`src/rtl/spi_slave_pkg.sv`:
```
// Shared definitions for the SPI slave: register map, bit positions, FSM states.
package spi_slave_pkg;

  localparam logic [2:0] ADR_SPCR  = 3'b000;
  localparam logic [2:0] ADR_SPSR  = 3'b001;
  localparam logic [2:0] ADR_DATA  = 3'b010;
  localparam logic [2:0] ADR_DUMMY = 3'b011;

  localparam int SPCR_SPIE = 7;
  localparam int SPCR_SPE  = 6;
  localparam int SPCR_CPOL = 3;
  localparam int SPCR_CPHA = 2;

  localparam int SPSR_SPIF = 7;
  localparam int SPSR_WCOL = 6;
  localparam int SPSR_ROVR = 5;
  localparam int SPSR_TUND = 4;

  typedef enum logic [1:0] {
    IDLE  = 2'd0,
    LOAD  = 2'd1,
    SHIFT = 2'd2
  } state_e;

endpackage

```
`src/rtl/fifo4.sv`:
```
// Four-entry first-word-fall-through FIFO; same-cycle read and write both honoured.
module fifo4 #(
  parameter int DW = 8
) (
  input  logic          clk_i,
  input  logic          rst_i,
  input  logic          clr_i,
  input  logic          we_i,
  input  logic [DW-1:0] din_i,
  input  logic          re_i,
  output logic [DW-1:0] dout_o,
  output logic          full_o,
  output logic          empty_o
);

  logic [DW-1:0] mem_q [4];
  logic [1:0]    wp_q, rp_q;
  logic [2:0]    cnt_q;
  logic          do_we, do_re;

  assign full_o  = (cnt_q == 3'd4);
  assign empty_o = (cnt_q == 3'd0);
  assign do_we   = we_i & ~full_o;
  assign do_re   = re_i & ~empty_o;
  // Head entry is visible without a read cycle; an empty read shows stale data.
  assign dout_o  = mem_q[rp_q];

  // Storage array, written only when there is room.
  always_ff @(posedge clk_i) begin
    if (do_we) mem_q[wp_q] <= din_i;
  end

  // Pointers and occupancy; clear discards everything.
  always_ff @(posedge clk_i or posedge rst_i) begin
    if (rst_i) begin
      wp_q  <= '0;
      rp_q  <= '0;
      cnt_q <= '0;
    end else if (clr_i) begin
      wp_q  <= '0;
      rp_q  <= '0;
      cnt_q <= '0;
    end else begin
      if (do_we) wp_q <= wp_q + 2'd1;
      if (do_re) rp_q <= rp_q + 2'd1;
      cnt_q <= cnt_q + {2'b00, do_we} - {2'b00, do_re};
    end
  end

endmodule

```
`src/rtl/spi_slave_sync.sv`:
```
// Synchronizes the asynchronous SPI pins and detects SCK and SS edges.
module spi_slave_sync #(
  parameter int SYNC_STAGES = 2
) (
  input  logic clk_i,
  input  logic rst_i,
  input  logic sck_i,
  input  logic ss_n_i,
  input  logic mosi_i,
  output logic mosi_s_o,
  output logic sck_rise_o,
  output logic sck_fall_o,
  output logic ss_fall_o,
  output logic ss_rise_o
);

  logic [SYNC_STAGES-1:0] sck_q, ss_q, mosi_q;
  logic                   sck_d1_q, ss_d1_q;
  logic                   sck_s, ss_s;

  assign sck_s      = sck_q[SYNC_STAGES-1];
  assign ss_s       = ss_q[SYNC_STAGES-1];
  assign mosi_s_o   = mosi_q[SYNC_STAGES-1];
  assign sck_rise_o = sck_s & ~sck_d1_q;
  assign sck_fall_o = ~sck_s & sck_d1_q;
  assign ss_fall_o  = ~ss_s & ss_d1_q;
  assign ss_rise_o  = ss_s & ~ss_d1_q;

  // Synchronizer chains plus one delay flop for edge detection; SS resets deasserted.
  always_ff @(posedge clk_i or posedge rst_i) begin
    if (rst_i) begin
      sck_q    <= '0;
      ss_q     <= '1;
      mosi_q   <= '0;
      sck_d1_q <= 1'b0;
      ss_d1_q  <= 1'b1;
    end else begin
      sck_q    <= {sck_q[SYNC_STAGES-2:0], sck_i};
      ss_q     <= {ss_q[SYNC_STAGES-2:0], ss_n_i};
      mosi_q   <= {mosi_q[SYNC_STAGES-2:0], mosi_i};
      sck_d1_q <= sck_s;
      ss_d1_q  <= ss_s;
    end
  end

endmodule

```
`src/rtl/simple_spi_slave.sv`:
```
// SPI slave with an 8-bit WISHBONE register interface and 4-deep TX/RX FIFOs.
module simple_spi_slave
  import spi_slave_pkg::*;
#(
  parameter int         SYNC_STAGES = 2,
  parameter logic [7:0] DUMMY_RST   = 8'hFF
) (
  input  logic       clk_i,
  input  logic       rst_i,
  input  logic       cyc_i,
  input  logic       stb_i,
  input  logic [2:0] adr_i,
  input  logic       we_i,
  input  logic [7:0] dat_i,
  output logic [7:0] dat_o,
  output logic       ack_o,
  output logic       inta_o,
  input  logic       sck_i,
  input  logic       ss_n_i,
  input  logic       mosi_i,
  output logic       miso_o,
  output logic       miso_oe_o
);

  logic       spie_q, spe_q, cpol_q, cpha_q;
  logic [7:0] dummy_q;
  logic       spif_q, wcol_q, rovr_q, tund_q;
  logic       ack_q, inta_q;
  logic [7:0] dat_q, rdata;
  state_e     state_q, state_d;
  logic [7:0] treg_q, treg_d, rreg_q, rreg_d;
  logic [2:0] bcnt_q, bcnt_d;

  logic mosi_s, sck_rise, sck_fall, ss_fall, ss_rise;
  logic lead_edge, trail_edge, sample_edge, shift_edge;
  logic acc, wr, rd, w1c, tx_push, wcol_set, rx_pop;
  logic tx_pop, rx_push, set_spif, set_rovr, set_tund;
  logic [7:0] tx_dout, rx_dout;
  logic tx_full, tx_empty, rx_full, rx_empty;

  spi_slave_sync #(.SYNC_STAGES(SYNC_STAGES)) u_sync (
    .clk_i      (clk_i),
    .rst_i      (rst_i),
    .sck_i      (sck_i),
    .ss_n_i     (ss_n_i),
    .mosi_i     (mosi_i),
    .mosi_s_o   (mosi_s),
    .sck_rise_o (sck_rise),
    .sck_fall_o (sck_fall),
    .ss_fall_o  (ss_fall),
    .ss_rise_o  (ss_rise)
  );

  fifo4 #(.DW(8)) u_tx_fifo (
    .clk_i (clk_i), .rst_i (rst_i), .clr_i (~spe_q),
    .we_i (tx_push), .din_i (dat_i), .re_i (tx_pop),
    .dout_o (tx_dout), .full_o (tx_full), .empty_o (tx_empty)
  );

  fifo4 #(.DW(8)) u_rx_fifo (
    .clk_i (clk_i), .rst_i (rst_i), .clr_i (~spe_q),
    .we_i (rx_push), .din_i ({rreg_q[6:0], mosi_s}), .re_i (rx_pop),
    .dout_o (rx_dout), .full_o (rx_full), .empty_o (rx_empty)
  );

  // Bus decode: one access per strobe, FIFO side effects only on the acked cycle.
  assign acc      = cyc_i & stb_i & ~ack_q;
  assign wr       = acc & we_i;
  assign rd       = acc & ~we_i;
  assign w1c      = wr & (adr_i == ADR_SPSR);
  assign tx_push  = wr & (adr_i == ADR_DATA) & ~tx_full;
  assign wcol_set = wr & (adr_i == ADR_DATA) & tx_full;
  assign rx_pop   = rd & (adr_i == ADR_DATA) & ~rx_empty;

  assign lead_edge   = cpol_q ? sck_fall : sck_rise;
  assign trail_edge  = cpol_q ? sck_rise : sck_fall;
  assign sample_edge = cpha_q ? trail_edge : lead_edge;
  assign shift_edge  = cpha_q ? lead_edge : trail_edge;

  assign dat_o     = dat_q;
  assign ack_o     = ack_q;
  assign inta_o    = inta_q;
  assign miso_oe_o = (state_q != IDLE);
  assign miso_o    = (state_q == SHIFT) & treg_q[7];

  // Register read mux.
  always_comb begin
    rdata = 8'h00;
    case (adr_i)
      ADR_SPCR:  rdata = {spie_q, spe_q, 2'b00, cpol_q, cpha_q, 2'b00};
      ADR_SPSR:  rdata = {spif_q, wcol_q, rovr_q, tund_q, tx_full, tx_empty, rx_full, rx_empty};
      ADR_DATA:  rdata = rx_dout;
      ADR_DUMMY: rdata = dummy_q;
      default:   rdata = 8'h00;
    endcase
  end

  // Transfer FSM next state and shift-register updates.
  always_comb begin
    state_d  = state_q;
    treg_d   = treg_q;
    rreg_d   = rreg_q;
    bcnt_d   = bcnt_q;
    tx_pop   = 1'b0;
    rx_push  = 1'b0;
    set_spif = 1'b0;
    set_rovr = 1'b0;
    set_tund = 1'b0;
    if (!spe_q || ss_rise) begin
      state_d = IDLE;
    end else begin
      case (state_q)
        IDLE: if (ss_fall) state_d = LOAD;
        LOAD: begin
          if (tx_empty) begin
            treg_d   = dummy_q;
            set_tund = 1'b1;
          end else begin
            treg_d = tx_dout;
            tx_pop = 1'b1;
          end
          bcnt_d  = 3'd0;
          state_d = SHIFT;
        end
        SHIFT: begin
          if (sample_edge) begin
            rreg_d = {rreg_q[6:0], mosi_s};
            bcnt_d = bcnt_q + 3'd1;
            if (bcnt_q == 3'd7) begin
              rx_push  = 1'b1;
              set_spif = 1'b1;
              set_rovr = rx_full;
              state_d  = LOAD;
            end
          end
          // No shift while bcnt is 0: with cpha=1 that lead edge presents bit 7,
          // with cpha=0 it is the trailing edge of the previous byte, which must not
          // disturb the freshly loaded byte.
          if (shift_edge && (bcnt_q != 3'd0)) treg_d = {treg_q[6:0], 1'b0};
        end
        default: state_d = IDLE;
      endcase
    end
  end

  // FSM and shift registers.
  always_ff @(posedge clk_i or posedge rst_i) begin
    if (rst_i) begin
      state_q <= IDLE;
      treg_q  <= 8'h00;
      rreg_q  <= 8'h00;
      bcnt_q  <= 3'd0;
    end else begin
      state_q <= state_d;
      treg_q  <= treg_d;
      rreg_q  <= rreg_d;
      bcnt_q  <= bcnt_d;
    end
  end

  // Bus handshake, control registers, status flags (set beats clear) and interrupt.
  always_ff @(posedge clk_i or posedge rst_i) begin
    if (rst_i) begin
      ack_q   <= 1'b0;
      dat_q   <= 8'h00;
      inta_q  <= 1'b0;
      spie_q  <= 1'b0;
      spe_q   <= 1'b0;
      cpol_q  <= 1'b0;
      cpha_q  <= 1'b0;
      dummy_q <= DUMMY_RST;
      spif_q  <= 1'b0;
      wcol_q  <= 1'b0;
      rovr_q  <= 1'b0;
      tund_q  <= 1'b0;
    end else begin
      ack_q  <= acc;
      inta_q <= spie_q & (spif_q | rovr_q | tund_q);
      if (acc) dat_q <= rdata;
      if (wr && adr_i == ADR_SPCR) begin
        spie_q <= dat_i[SPCR_SPIE];
        spe_q  <= dat_i[SPCR_SPE];
        cpol_q <= dat_i[SPCR_CPOL];
        cpha_q <= dat_i[SPCR_CPHA];
      end
      if (wr && adr_i == ADR_DUMMY) dummy_q <= dat_i;
      if (!spe_q) begin
        spif_q <= 1'b0;
        wcol_q <= 1'b0;
        rovr_q <= 1'b0;
        tund_q <= 1'b0;
      end else begin
        spif_q <= set_spif | (spif_q & ~(w1c & dat_i[SPSR_SPIF]));
        wcol_q <= wcol_set | (wcol_q & ~(w1c & dat_i[SPSR_WCOL]));
        rovr_q <= set_rovr | (rovr_q & ~(w1c & dat_i[SPSR_ROVR]));
        tund_q <= set_tund | (tund_q & ~(w1c & dat_i[SPSR_TUND]));
      end
    end
  end

endmodule

```
`config.mk`:
```
export PLATFORM = sky130hd
export DESIGN_NAME = simple_spi_slave
export DESIGN_NICKNAME = d
export VERILOG_FILES = /design/src/rtl/spi_slave_pkg.sv /design/src/rtl/fifo4.sv /design/src/rtl/spi_slave_sync.sv /design/src/rtl/simple_spi_slave.sv
export SDC_FILE = /design/constraint.sdc
export NUM_CORES = 1
export LEC_CHECK = 0
export ABC_AREA = 1
export ABC_CLOCK_PERIOD_IN_PS = 2200
export CAP_MARGIN = 0
export CORE_ASPECT_RATIO = 0.75
export CORE_MARGIN = 8
export CORE_UTILIZATION = 35
export CTS_CLUSTER_SIZE = 28
export DETAILED_ROUTE_END_ITERATION = 10
export GPL_TIMING_DRIVEN = 0
export HOLD_SLACK_MARGIN = 0.05
export MAX_ROUTING_LAYER = met4
export PLACE_DENSITY = 0.61
export SETUP_SLACK_MARGIN = 0.02
export SYNTH_ARGS = -nofsm -noshare
export SYNTH_HDL_FRONTEND = slang
export SYNTH_HIERARCHICAL = 1
export SYNTH_SLANG_ARGS = --single-unit
```
`constraint.sdc`:
```
create_clock -name clk_i -period 2.2 [get_ports clk_i]
set_input_delay 0.22 -clock clk_i [delete_from_list [all_inputs] [get_ports clk_i]]
set_output_delay 0.22 -clock clk_i [all_outputs]
set_load 0.01 [all_outputs]
```
After elaboration in Yosys (flattened, before gate mapping)
Memory sizes are Yosys's and may differ from the RTL's.
Index checks and enable logic that the tools add are counted.
- bits in registers: 68
- memory bits (writable): 64
- input bits: 19
- logic and storage cells: 167
- memories kept: 2
- $add $sub $neg: 9
- equality and inequality tests: 17
- multiplexer cells: 47
- bitwise operators: 49
- reduce and logical (&&, ||, !) cells: 16
- memory list (name ; depth ; bits a word ; read ports ; clocked after Yosys merged registers in ; write ports ; line ; text):
    u_rx_fifo.mem_q ; 4 ; 8 ; 1 ; 0 ; 1 ; fifo4.sv:16 ; logic [DW-1:0] mem_q [4];
    u_tx_fifo.mem_q ; 4 ; 8 ; 1 ; 0 ; 1 ; fifo4.sv:16 ;
- operators by type and width (operator ; number):
    one-hot mux 8 bit (4 select lines) ; 1
    bitwise AND 1 bit ; 28
    2-to-1 mux 1 bit ; 26
    2-to-1 mux 2 bit ; 12
    2-to-1 mux 8 bit ; 2
    one-hot mux 8 bit (2 select lines) ; 1
    NOT 1 bit ; 15
    AND reduction 3 bit ; 4
    inequality test 2 x 1 -> 1 bit (second input constant) ; 5
    == test 3 bit (second input constant) ; 3
    zero test 3 bit ; 3
    2-to-1 mux 3 bit ; 3
    adder 2 x 1 -> 2 bit (second input constant) ; 4
    adder 3 x 1 -> 3 bit ; 2
    == test 3 x 2 -> 1 bit (second input constant) ; 2
    bitwise OR 1 bit ; 6
    one-hot mux 2 bit (3 select lines) ; 1
    one-hot mux 3 bit (2 select lines) ; 1
    subtractor 3 x 1 -> 3 bit ; 2
    nonzero test 2 bit ; 2
    adder 3 x 1 -> 3 bit (second input constant) ; 1
    == test 3 x 1 -> 1 bit (second input constant) ; 1
    logical AND 1 bit ; 3
    inequality test 3 x 1 -> 1 bit (second input constant) ; 1
    9 further kinds ; 9

Depth between registers and ports, before layout
- depth in word-level cells: 11
- gate-level depth with buffers: 17
- depth with buffers taken out: 17

Modules after synthesis
The synthesis kept the hierarchy.
- by module, submodules not included (module ; instances ; cells each ; area an instance (um2) ; seq. area each (um2)):
    fifo4 ; 2 ; 141 ; 1696.6 ; 1136.1
    simple_spi_slave ; 1 ; 328 ; 2467.4 ; 1161.1
    spi_slave_sync ; 1 ; 17 ; 237.7 ; 203.9

Worst setup path after synthesis
Ideal clock, no wire load.
- kind: reg2reg
- start: reg ack_q (netlist: ack_o)
- end: reg u_tx_fifo.cnt_q[2]
- setup time: 0.119 ns
- arrival: 2.378 ns
- required time: 2.081 ns
- path slack: -0.297 ns
- stages on the path, launching flop included: 13
- path buffers: 1
- period minus slack after synthesis: 2.497 ns
- path through: dfrtp_1 -> inv_1 -> nand3_1 -> clkbuf_1 -> nor4_1 -> nand2_2 -> ha_1 -> inv_1 -> ha_1 -> inv_1 -> fa_1 -> a21oi_1 -> nor2_1
- cells in the longest elaborated chain, start to end: 9
- ends and longest elaborated chain (what ; line ; text):
    from (decl) ; simple_spi_slave.sv:28 ; logic ack_q, inta_q;
    from (signal assigned) ; simple_spi_slave.sv:164 ; ack_q <= 1'b0;
    from (signal assigned) ; simple_spi_slave.sv:177 ; ack_q <= acc;
    NOT 1 bit ; simple_spi_slave.sv:67 ; assign acc = cyc_i & stb_i & ~ack_q;
    bitwise AND 1 bit ; simple_spi_slave.sv:67 ;
    bitwise AND 1 bit ; simple_spi_slave.sv:68 ; assign wr = acc & we_i;
    bitwise AND 1 bit (2 in a row) ; simple_spi_slave.sv:71 ; assign tx_push = wr & (adr_i == ADR_DATA) & ~tx_full;
    named net tx_push ; simple_spi_slave.sv:36 ; logic acc, wr, rd, w1c, tx_push, wcol_set, rx_pop;
    bitwise AND 1 bit ; fifo4.sv:23 ; assign do_we = we_i & ~full_o;
    adder 3 x 1 -> 3 bit ; fifo4.sv:46 ; cnt_q <= cnt_q + {2'b00, do_we} - {2'b00, do_re};
    subtractor 3 x 1 -> 3 bit ; fifo4.sv:46 ;
    2-to-1 mux 3 bit ; fifo4.sv:39 ; end else if (clr_i) begin
    to (signal assigned) ; fifo4.sv:46 ;
    to (decl) ; fifo4.sv:18 ; logic [2:0] cnt_q;
The timed path passes the listed nets, and every way through them passes these cells.
A chain may end at the register's enable or synchronous reset.

Worst setup path in the final report
- start: reg u_sync.sck_q[1]
- end: reg u_rx_fifo.cnt_q[1]
- elaborated cells on any way between the ends: 13
- those cells by class: add/sub: 2; mux: 7; bitwise: 4
- RTL lines (what ; line ; text):
    from (decl) ; spi_slave_sync.sv:17 ; logic [SYNC_STAGES-1:0] sck_q, ss_q, mosi_q;
    from (signal assigned) ; spi_slave_sync.sv:38 ; sck_q <= {sck_q[SYNC_STAGES-2:0], sck_i};
    bitwise AND 1 bit * ; spi_slave_sync.sv:24 ; assign sck_rise_o = sck_s & ~sck_d1_q;
    named net sck_rise ; simple_spi_slave.sv:34 ; logic mosi_s, sck_rise, sck_fall, ss_fall, ss_rise;
    2-to-1 mux 1 bit (on tied branches) ; simple_spi_slave.sv:75, simple_spi_slave.sv:76 ;
    2-to-1 mux 1 bit * ; simple_spi_slave.sv:77 ; assign sample_edge = cpha_q ? trail_edge : lead_edge;
    2-to-1 mux 1 bit * ; simple_spi_slave.sv:126 ; if (sample_edge) begin
    2-to-1 mux 1 bit * ; simple_spi_slave.sv:112 ; case (state_q)
    2-to-1 mux 1 bit * ; simple_spi_slave.sv:109 ; if (!spe_q || ss_rise) begin
    named net rx_push ; simple_spi_slave.sv:37 ; logic tx_pop, rx_push, set_spif, set_rovr, set_tund;
    bitwise AND 1 bit * ; fifo4.sv:23 ;
    adder 3 x 1 -> 3 bit * ; fifo4.sv:46 ;
    subtractor 3 x 1 -> 3 bit * ; fifo4.sv:46 ;
    2-to-1 mux 3 bit * ; fifo4.sv:39 ;
    to (signal assigned) ; fifo4.sv:46 ;
    to (decl) ; fifo4.sv:18 ;
The timed path passes the listed nets; every way through them passes the cells marked *.

==> reports/qor_table.md <==
| Parameter | This run | Unit |
| --- | --- | --- |
| Detail-routed via count per cell | 4.96 | - |
| Violated checks | setup timing | - |
| Unrepaired setup endpoints after global routing | yes | - |
| Cell types with the largest area share after synthesis | sky130_fd_sc_hd__edfxtp_1, sky130_fd_sc_hd__dfrtp_1, sky130_fd_sc_hd__nand2_1 | - |
| Per-instance average area after synthesis | 9.73 | um2 |
| Leading area contributor after synthesis | sky130_fd_sc_hd__edfxtp_1 | - |
| Dominant delay contributor by cell family on the critical path | adder cells | - |
| Post-synthesis to final-layout area growth | 30.9 | % |
| Leak Pwr | 3.52 | nW |
| Total power | 6.19 | mW |
| Arrival time of the worst setup path | 2610 | ps |
| WL/cell | 16.4 | um |
| Cell count after synthesis | 627 | - |
| Worst supply voltage drop on vdd | 0.000492 | V |
| Post-route worst hold slack | 215 | ps |
| Inserted Clock Buffers | 17 | - |
| Full die area | 21900 | um2 |
| Hold Path Class | input port to flip-flop | - |
| Kind of end point of the critical path | flip-flop | - |
| Final count of hold timing violations | 0 | - |
| Routed wire length | 15.7 | mm |
| Number of antenna violations at the first check in global routing | 0 | - |
| Worst slew slack as a fraction of its limit | 42.8 | % |
| Initial detailed-routing violation count | 342 | - |
| Antenna diode count | 0 | - |
| Measured slew at the worst slew-check pin | 854 | ps |
| DP Worst Slack | -910 | ps |
| Switching power | 1.52 | mW |
| Vert. Die Dim | 130 | um |
| Clock transition at the registers of the reported paths | 60 | ps |
| Max-capacitance violation count | 0 | - |
| Post-layout utilization of the core | 47.2 | % |
| Cell with the largest stage delay on the worst path | sky130_fd_sc_hd__fa_2 | - |
| Core footprint | 16900 | um2 |
| Placer Congestion | 0.856 | - |
| Cell Count, Final, Fillers Out | 959 | - |
| Share of power burned in the clock network | 44.8 | % |
| Count of pins over their slew limit | 0 | - |
| Buffer depth of the longest clock path | 2 | - |
| Global-route wire length before repair | 24.9 | mm |
| Internal power | 4.67 | mW |
| WP depth | 15 | - |
| Portion of the post-synthesis area used by sequential elements | 59.6 | % |
| Pin count of the biggest net entering global routing | 42 | - |
| Least setup slack across all paths after layout | -112 | ps |
| Final setup violating endpoints | 13 | - |
| Vias after detailed routing | 4755 | - |
| Number of levels the H-tree was split into | 4 | - |
| Number of nets at the end of the flow | 770 | - |
| Filler cell count in the final layout | 1503 | - |
| Worst Setup Start Kind | flip-flop | - |
| HPWL after detailed placement | 10.5 | mm |
| Number of detailed-route iterations in the first pass | 4 | - |
| Ordered list of cells on the worst path | inv_2 -> nor2_4 -> nand2_2 -> nand2_2 -> nand2_2 -> nand2_4 -> nand3_4 -> inv_4 -> nand2_8 -> ha_4 -> inv_2 -> ha_4 -> inv_2 -> fa_2 -> nor2_2 | - |
| Worst hold path depth | 1 | - |
| Prevailing post-synth register cell | sky130_fd_sc_hd__edfxtp_1 | - |
| Switching portion of total power | 24.6 | % |
| Instance count after placement with tap cells included | 873 | - |
| Yosys synthesis warning count | 6 | - |
| Worst Path Max Fanout | 6 | - |
| Combinational share of power | 9.8 | % |
| Category of the critical setup timing path | flip-flop to flip-flop | - |
| Worst R2R Path Depth | 15 | - |
| Count of standard-cell rows | 41 | - |
| Async S/R FF share, synth | 51.5 | % |
| Most used standard cell by instance count after synthesis | sky130_fd_sc_hd__nand2_1 | - |
| Run status | finished with violations | - |
| Worst Clk Skew | 8.11 | ps |
| Starting density of the core | 36.0 | % |
| Post-synth EDFFs | 64 | - |
| Minimum period implied by the final worst setup slack | 2310 | ps |
| Ports | 31 | - |
| Largest stage delay on the critical path | 530 | ps |
| Power density of the placed cells | 776 | nW/um2 |
| Number of remaining DRC errors | 0 | - |
| Synth cell types | 33 | - |
| Sequential cell fraction of total power | 45.4 | % |
| Most instantiated cells after synthesis | sky130_fd_sc_hd__nand2_1, sky130_fd_sc_hd__inv_1, sky130_fd_sc_hd__edfxtp_1, sky130_fd_sc_hd__nor2_1, sky130_fd_sc_hd__dfrtp_1 | - |
| Fraction of layout cells with a size suffix above 1 | 26.6 | % |
| Footprint of the multi-input gates | 2300 | um2 |
| Top-area cell type share of the netlist area | 31.5 | % |
| Vias in the first global route | 4884 | - |
| Buffer type at the clock tree root | sky130_fd_sc_hd__clkbuf_16 | - |
| Flops & latches, synth | 132 | - |
| Tot GR Track Use | 15.2 | % |
| Post-route ant nets | 0 | - |
| CTS tree | built | - |
| Post-Syn Nets | 666 | - |
| Share of the cycle needed by the critical path after routing | 105 | % |
| Die extent in x | 168 | um |
| Sequential Area | 3640 | um2 |
| Overall overflow remaining after global route | 0 | - |
| Buffers on Ports | 30 | - |
| Buffers plus inverters on the worst setup path | 4 | - |
| Required time of the critical path | 2490 | ps |
| Clock Sink Count | 132 | - |
| Highest clock frequency the design can meet | 0.433 | GHz |
| Later-pin clock latency in the skew report | 420 | ps |
| Syn Std Cell Area | 6100 | um2 |
worst paths after layout:
path	from	to	slack, ps
worst max-delay path	u_sync/sck_q[1]	u_rx_fifo/cnt_q[1]	-110
worst min-delay path	ss_n_i	u_sync/ss_q[0]	220
worst max register to register	u_sync/sck_q[1]	u_rx_fifo/cnt_q[1]	-110
worst min register to register	u_sync/mosi_q[0]	u_sync/mosi_q[1]	350
max in group asynchronous	rst_i	dummy_q[1]	1370
min in group asynchronous	rst_i	dat_o[2]	280
layout make-up:
| cell class | count | share of cell area [%] |
|---|---|---|
| repair buffers | 87 | 9.31 |
| multi-input cells | 397 | 28.8 |
| clock buffers | 20 | 5.59 |
| well taps | 215 | 3.37 |
| clock inverters | 12 | 1.63 |
| inverters | 84 | 3.98 |
| flip-flops and latches | 132 | 45.6 |
| plain buffers | 12 | 1.72 |
layer usage:
metal | vias up | GRT usage (%) | share of wire, %
met5 | - | - | 0
met4 | 0 | 6.07 | 2.0
met3 | 28 | 3.98 | 4.8
met2 | 106 | 23.4 | 48
met1 | 2341 | 18.9 | 46
li1 | 2280 | - | -
power groups by stage:
stage                     clock (mW)  sequential (mW)  combinational, mW
after floorplan                    0             2.84              0.290
after global placement             0             2.84              0.470
after detailed placement           0             2.85              0.495
after CTS                       2.82             2.81              0.567
after global routing            2.93             2.82              0.670
final                           2.77             2.81              0.609
kinds of logic after synthesis:
group,synth area share (%)
compound gates,8.62
fa+ha+maj,4.35
buf+inv,7.28
flops,59.6
simple gates,20.1
worst register-to-register path, stage by stage, from the launching register on:
cell	delay (ps)
sky130_fd_sc_hd__dfrtp_1	420
sky130_fd_sc_hd__inv_2	70
sky130_fd_sc_hd__nor2_4	120
sky130_fd_sc_hd__nand2_2	90
sky130_fd_sc_hd__nand2_2	80
sky130_fd_sc_hd__nand2_2	60
sky130_fd_sc_hd__nand2_4	80
sky130_fd_sc_hd__nand3_4	90
sky130_fd_sc_hd__inv_4	100
sky130_fd_sc_hd__nand2_8	70
sky130_fd_sc_hd__ha_4	230
sky130_fd_sc_hd__inv_2	60
sky130_fd_sc_hd__ha_4	120
sky130_fd_sc_hd__inv_2	30
sky130_fd_sc_hd__fa_2	530
sky130_fd_sc_hd__nor2_2	40
state kept, by name (all words and copies together) (netlist names), 2 cells and up:
signal,cells
u_rx_fifo/cnt_q,3
rreg_q,7
u_rx_fifo/rp_q,2
u_sync/sck_q,2
u_rx_fifo/wp_q,2
u_tx_fifo/rp_q,2
treg_q,8
u_rx_fifo/mem_q,32
dummy_q,8
u_sync/ss_q,2
dat_o,8
state_q,2
u_sync/mosi_q,2
u_tx_fifo/wp_q,2
u_tx_fifo/mem_q,32
u_tx_fifo/cnt_q,3
bcnt_q,3
timing repair:
item / in CTS / in global routing
gates resized for setup: 32 / 31
hold buffers: 0 / 0
pin swaps: 17 / 16
endpoints found under the setup margin: 70 / 57
setup buffers: 46 / 11
metrics by stage:
step | TNS [ps] | area, um2
floorplan | -33.9 | 6230
global placement | -51120 | 6800
detailed placement | -36150 | 6820
CTS | -660 | 7830
global route | -3990 | 7980
finish | -407 | 7980
placed cells by master, fill, tap and decap left out, types with 5 or more instances in the layout:
master,count
sky130_fd_sc_hd__nand2_1,150
sky130_fd_sc_hd__dfrtp_1,57
sky130_fd_sc_hd__nand3_2,5
sky130_fd_sc_hd__nand2_2,13
sky130_fd_sc_hd__nor2_1,51
sky130_fd_sc_hd__nand3_1,31
sky130_fd_sc_hd__clkbuf_16,17
sky130_fd_sc_hd__a21oi_2,5
sky130_fd_sc_hd__a21oi_1,5
sky130_fd_sc_hd__o22ai_1,12
sky130_fd_sc_hd__inv_2,21
sky130_fd_sc_hd__buf_4,59
sky130_fd_sc_hd__o21ai_0,38
sky130_fd_sc_hd__nor2_2,8
sky130_fd_sc_hd__clkdlybuf4s50_1,26
sky130_fd_sc_hd__o21ai_2,7
sky130_fd_sc_hd__nand4_1,13
sky130_fd_sc_hd__buf_6,5
sky130_fd_sc_hd__o21ai_1,14
sky130_fd_sc_hd__ha_4,5
sky130_fd_sc_hd__nor2_4,5
sky130_fd_sc_hd__inv_1,59
sky130_fd_sc_hd__ha_1,13
sky130_fd_sc_hd__dfstp_2,11
sky130_fd_sc_hd__edfxtp_1,64
No activity file was read; power rests on OpenSTA's default activity.
